## src/rtl/masked_accum_adder.sv

```systemverilog
// Pipelined masked lane adder: per-beat masked sums go through a registered
// binary tree and are accumulated across beats until a beat tagged last.
module masked_accum_adder #(
    parameter int NUM      = 4,
    parameter int bitwidth = 16,
    parameter int ACC_W    = 24,
    parameter int CNT_W    = 8,
    parameter int SAT      = 1
) (
    input  logic                    clk,
    input  logic                    rst,
    input  logic                    in_valid,
    output logic                    in_ready,
    input  logic [NUM-1:0]          ctr,
    input  logic [NUM*bitwidth-1:0] data_in,
    input  logic                    in_last,
    output logic                    out_valid,
    input  logic                    out_ready,
    output logic [ACC_W-1:0]        sum,
    output logic [CNT_W-1:0]        out_count,
    output logic                    sat_flag
);

    localparam int LG = $clog2(NUM);
    localparam int TW = bitwidth + LG;

    // Heap-ordered tree: node 0 is the root, leaves sit at NUM-1 .. 2*NUM-2.
    // A single width TW is wide enough for the full lane sum at every level.
    logic [TW-1:0]    node [2*NUM-1];
    logic [LG:0]      vld;
    logic [LG:0]      lst;
    logic [ACC_W-1:0] acc;
    logic [CNT_W-1:0] cnt;
    logic             sticky;

    logic             stall;
    logic             accept;
    logic [ACC_W:0]   t;
    logic [ACC_W-1:0] res;
    logic [CNT_W-1:0] cnt_inc;

    // Handshake: a beat transfers on a rising edge with in_valid & in_ready,
    // a result transfers with out_valid & out_ready. The only backpressure is
    // an unaccepted result, which freezes the whole pipeline.
    assign stall    = out_valid & ~out_ready;
    assign in_ready = ~stall;
    assign accept   = in_valid & in_ready;

    assign t       = {1'b0, acc} + (ACC_W+1)'(node[0]);
    assign cnt_inc = (cnt == '1) ? cnt : cnt + CNT_W'(1);

    always_comb begin
        res = t[ACC_W-1:0];
        if (t[ACC_W] && (SAT != 0)) begin
            res = '1;
        end
    end

    always_ff @(posedge clk) begin
        if (rst) begin
            vld       <= '0;
            lst       <= '0;
            acc       <= '0;
            cnt       <= '0;
            sticky    <= 1'b0;
            out_valid <= 1'b0;
            sum       <= '0;
            out_count <= '0;
            sat_flag  <= 1'b0;
            for (int n = 0; n < 2*NUM-1; n++) begin
                node[n] <= '0;
            end
        end else if (!stall) begin
            for (int i = 0; i < NUM; i++) begin
                node[NUM-1+i] <= ctr[i] ? TW'(data_in[i*bitwidth +: bitwidth]) : '0;
            end
            for (int n = 0; n < NUM-1; n++) begin
                node[n] <= node[2*n+1] + node[2*n+2];
            end
            vld <= {vld[LG-1:0], accept};
            lst <= {lst[LG-1:0], in_last};

            if (out_ready) begin
                out_valid <= 1'b0;
            end
            if (vld[LG]) begin
                if (lst[LG]) begin
                    sum       <= res;
                    out_count <= cnt_inc;
                    sat_flag  <= sticky | t[ACC_W];
                    out_valid <= 1'b1;
                    acc       <= '0;
                    cnt       <= '0;
                    sticky    <= 1'b0;
                end else begin
                    acc    <= res;
                    cnt    <= cnt_inc;
                    sticky <= sticky | t[ACC_W];
                end
            end
        end
    end

endmodule

```

## config.mk

```make
export PLATFORM = sky130hd
export DESIGN_NAME = masked_accum_adder
export DESIGN_NICKNAME = d
export VERILOG_FILES = /design/src/rtl/masked_accum_adder.sv
export SDC_FILE = /design/constraint.sdc
export NUM_CORES = 1
export LEC_CHECK = 0
export ABC_AREA = 1
export CORE_ASPECT_RATIO = 1.4
export CORE_MARGIN = 8
export CORE_UTILIZATION = 35
export DETAILED_ROUTE_END_ITERATION = 16
export DONT_BUFFER_PORTS = 1
export GPL_TIMING_DRIVEN = 0
export PLACE_DENSITY = 0.6
export SLEW_MARGIN = 20
export SYNTH_ARGS = -nofsm -noshare
export SYNTH_HDL_FRONTEND = slang
export SYNTH_SLANG_ARGS = --single-unit
export TNS_END_PERCENT = 5
```

## constraint.sdc

```tcl
create_clock -name clk -period 4 [get_ports clk]
set_input_delay 0.8 -clock clk [delete_from_list [all_inputs] [get_ports clk]]
set_output_delay 0.8 -clock clk [all_outputs]
set_load 0.03 [all_outputs]
```

==> reports/results.ini <==
[timing]
fmax_mhz = 379.2
pins_over_slew_limit = 0
timing.final.setup_violations = 0
layout_min_cycle_time_ns = 2.637
post-route-worst-setup-slack_ns = 1.363
report.final.hold_viol_count = 0
fin_crit_share = 0.6592
max-slew-margin-rel = 0.5743
worstMarginPinSlew_ns = 0.6379
worst_case_clock_skew_ns = 0.01285
setup_repair_after_global_routing_missed_its_margin = no

[route]
drt-vias-per-instance = 4.832
drt_drc_violations_left = 0
drt_first_pass_iters = 5
wl_per_cell_um = 15.29
drt.antenna.violating_nets = 0
vias = 8707
drt-initial-drc-count = 430
drt-total-wl_um = 27550

[setup_path]
critical_path_arrival_ns = 2.94
cp-end-kind = register
worstPathBufferInverterCount = 2
r2r_start = node[0][0]$_SDFFCE_PN0P_
timing.critical_path.max_delay_family = simple AND/OR/NAND/NOR gates
r2r_cell_count = 13
worstSetupStartpointType = register
cpMaxStageDelayCell = sky130_fd_sc_hd__or2_2
regToRegEndpoint = acc[8]$_SDFFE_PP0P_
worstPathRequired_ns = 4.31
critical_path.most_common_cell = sky130_fd_sc_hd__nand2_4
reg2reg_slack_ns = 1.36
worst-path-max-fanout = 8
timing.setup.critical_path_class = register to register
crit_chain = ha_1, fa_1, inv_1, nor2_2, inv_2, nand2_4, nand2_4, nand2_4, nand2_2, nand3_1, or2_2, nand2_1, a21oi_1
critical_path.max_stage_delay_ns = 0.47

[grt]
grt_remaining_overflow = 0
pin_count_of_the_biggest_net_entering_global_routing = 72
first_global_vias = 8927
grt_antenna_before_repair = 0
groute.usage.overall = 0.1535
grt_pass1_wl_um = 44130

[place]
dp.cells = 1770
post-place-ws_ns = 1.142
placed_cell_area_sq_um = 11360
buffer_ports.inserted = 0
finalWeightedCongestion = 0.9222
place.detailed.hpwl_um = 22130

[synthesis]
synth_seq_area_share = 0.4414
yosys_register_bits = 189
post_synth_top_flop = sky130_fd_sc_hd__edfxtp_1
netlist_area_sq_um = 10840
synthesis.yosys.warnings = 0
yosys.cell_count.top_type = sky130_fd_sc_hd__nand2_1
synth-edff-count = 100
ys_top_cells_by_area = sky130_fd_sc_hd__edfxtp_1 28%, sky130_fd_sc_hd__dfxtp_1 16%, sky130_fd_sc_hd__nand2_1 13%, sky130_fd_sc_hd__ha_1 7.8%, sky130_fd_sc_hd__inv_1 6.8%
synthDistinctLibCells = 50
syn-instance-count = 1379
synthArstFlopShare = 0
yosys.area.top_type = sky130_fd_sc_hd__edfxtp_1
synth_top_cells_by_count = 371 x sky130_fd_sc_hd__nand2_1, 196 x sky130_fd_sc_hd__inv_1, 141 x sky130_fd_sc_hd__nor2_1
synth.avg_cell_area_sq_um = 7.860
synth_top_area_share = 0.2770
synth.net_count = 1524

[final_layout]
utilization = 0.3909
n_antenna_cell = 0
post_layout_nonfiller_instances = 1802
final_layout_size_suffix_gt1_frac = 0.06870
total_of_fill_cells_in_the_finished_design = 3192
final_area_sq_um = 11970
syn2layout_area_growth_pct = 10.42
nets = 1544

[cts]
post-cts-setup-buffers = 0
cts.reportedPaths.clkPinSlew_ns = 0.07
cts_resized = 0
cts-htree-levels = 4
tritoncts.num_buffers = 17
clock_tree.buffer_depth = 2
tritoncts_clock_tree = done
insertion_delay_ns = 0.45
cts.sink_count = 189
buffer_type_at_the_clock_tree_root = sky130_fd_sc_hd__clkbuf_16
cts-hold-fix-buffers = 0

[min_path]
hold_path.class = input pin to register
hold_path_startpoint = in_last
holdPathEnd = lst[0]$_SDFFE_PP0N_
hold-path-cell-count = 2

[floorplanning]
initial_utilization = 0.3540
core_area_sq_um = 30620
chipHeight_um = 224.2
row_count = 76
top_level_ports = 108
floorplan.die_area_sq_um = 36940
fp.dieW_um = 164.7

[power_and_ir_drop]
pwr_density_cell_nw_per_um2 = 354.6
power_w = 0.004244
leakage_nw = 5.691
worst_ir_drop_vdd_v = 0.0003128

[flow_run]
max_cap_viol_count = 0

[run_status]
status = completed

## metrics by stage
| stage | hold slack, ns | setup TNS [ns] |
|---|---|---|
| floorplan | 0.4459 | 0 |
| global placement | 0.4544 | -68.14 |
| detailed placement | 0.4629 | 0 |
| CTS | 0.4452 | 0 |
| global route | 0.4845 | 0 |
| finish | 0.4688 | 0 |
## power by group
group / internal, W / switching [W] / leakage [nW]
clock: 0.000998 / 0.000788 / 0.295
combinational: 0.000113 / 0.000215 / 3.47
sequential: 0.00210 / 0.0000308 / 1.92
total: 0.00321 / 0.00103 / 5.69
## placed cells by master (no fill, tap or decap), types with 6 or more instances in the layout
master and instances:
sky130_fd_sc_hd__a22o_1 10, sky130_fd_sc_hd__dfxtp_1 89, sky130_fd_sc_hd__a32o_1 16, sky130_fd_sc_hd__clkbuf_16 17, sky130_fd_sc_hd__clkbuf_1 14, sky130_fd_sc_hd__a21oi_2 8
sky130_fd_sc_hd__nor2_1 141, sky130_fd_sc_hd__or2_2 7, sky130_fd_sc_hd__ha_1 68, sky130_fd_sc_hd__xor2_1 10, sky130_fd_sc_hd__o21ai_0 52, sky130_fd_sc_hd__a21oi_1 118
sky130_fd_sc_hd__nand4_1 9, sky130_fd_sc_hd__nand3_1 62, sky130_fd_sc_hd__edfxtp_1 100, sky130_fd_sc_hd__o21a_1 8, sky130_fd_sc_hd__inv_1 195, sky130_fd_sc_hd__nand2_1 371
sky130_fd_sc_hd__inv_2 6, sky130_fd_sc_hd__nor3_1 6, sky130_fd_sc_hd__nand2_2 15, sky130_fd_sc_hd__buf_2 8
## layout make-up
class	count	area, sq um	area share
inverters	205	779.5	0.06513
plain buffers	31	185.2	0.01547
well taps	390	488.0	0.04077
clock buffers	18	429.2	0.03586
flip-flops and latches	189	4785	0.3997
multi-input cells	954	5095	0.4257
clock inverters	14	180.2	0.01505
repair buffers	1	27.53	0.002300
## worst max path at each step
stage                                        start                        to  cells past startpoint
final                     node[0][0]$_SDFFCE_PN0P_       acc[8]$_SDFFE_PP0P_                     13
after global routing      node[0][0]$_SDFFCE_PN0P_       acc[8]$_SDFFE_PP0P_                     13
after CTS                 node[0][0]$_SDFFCE_PN0P_       acc[8]$_SDFFE_PP0P_                     13
after detailed placement                 out_ready  node[4][6]$_SDFFCE_PN0P_                      5
after global placement                   out_ready  node[4][6]$_SDFFCE_PN0P_                      4
after floorplan                          out_ready  node[0][0]$_SDFFCE_PN0P_                      4
## flip-flops by register name (all words and copies together), names as in the netlist, 3 cells and up
signal,flops
out_count,8
sum,24
vld,3
lst,3
cnt,8
acc,24
node,116
## routing by layer
metal / track usage / up-vias / share of wire
li1: - / 4556 / -
met1: 0.1529 / 3941 / 0.38
met2: 0.2905 / 154 / 0.54
met3: 0.02635 / 56 / 0.034
met4: 0.08858 / 0 / 0.041
met5: 0 / - / 0
## cells by family (layout without fill, tap and decap cells)
logic type	Yosys count	after routing	synth area share
fa+ha+maj	72	72	0.08588
buf+inv	236	269	0.08854
flops	189	189	0.4414
simple gates	634	634	0.2454
xor+xnor	11	11	0.008888
compound gates	237	237	0.1299
Power figures use the tool's default switching activity.
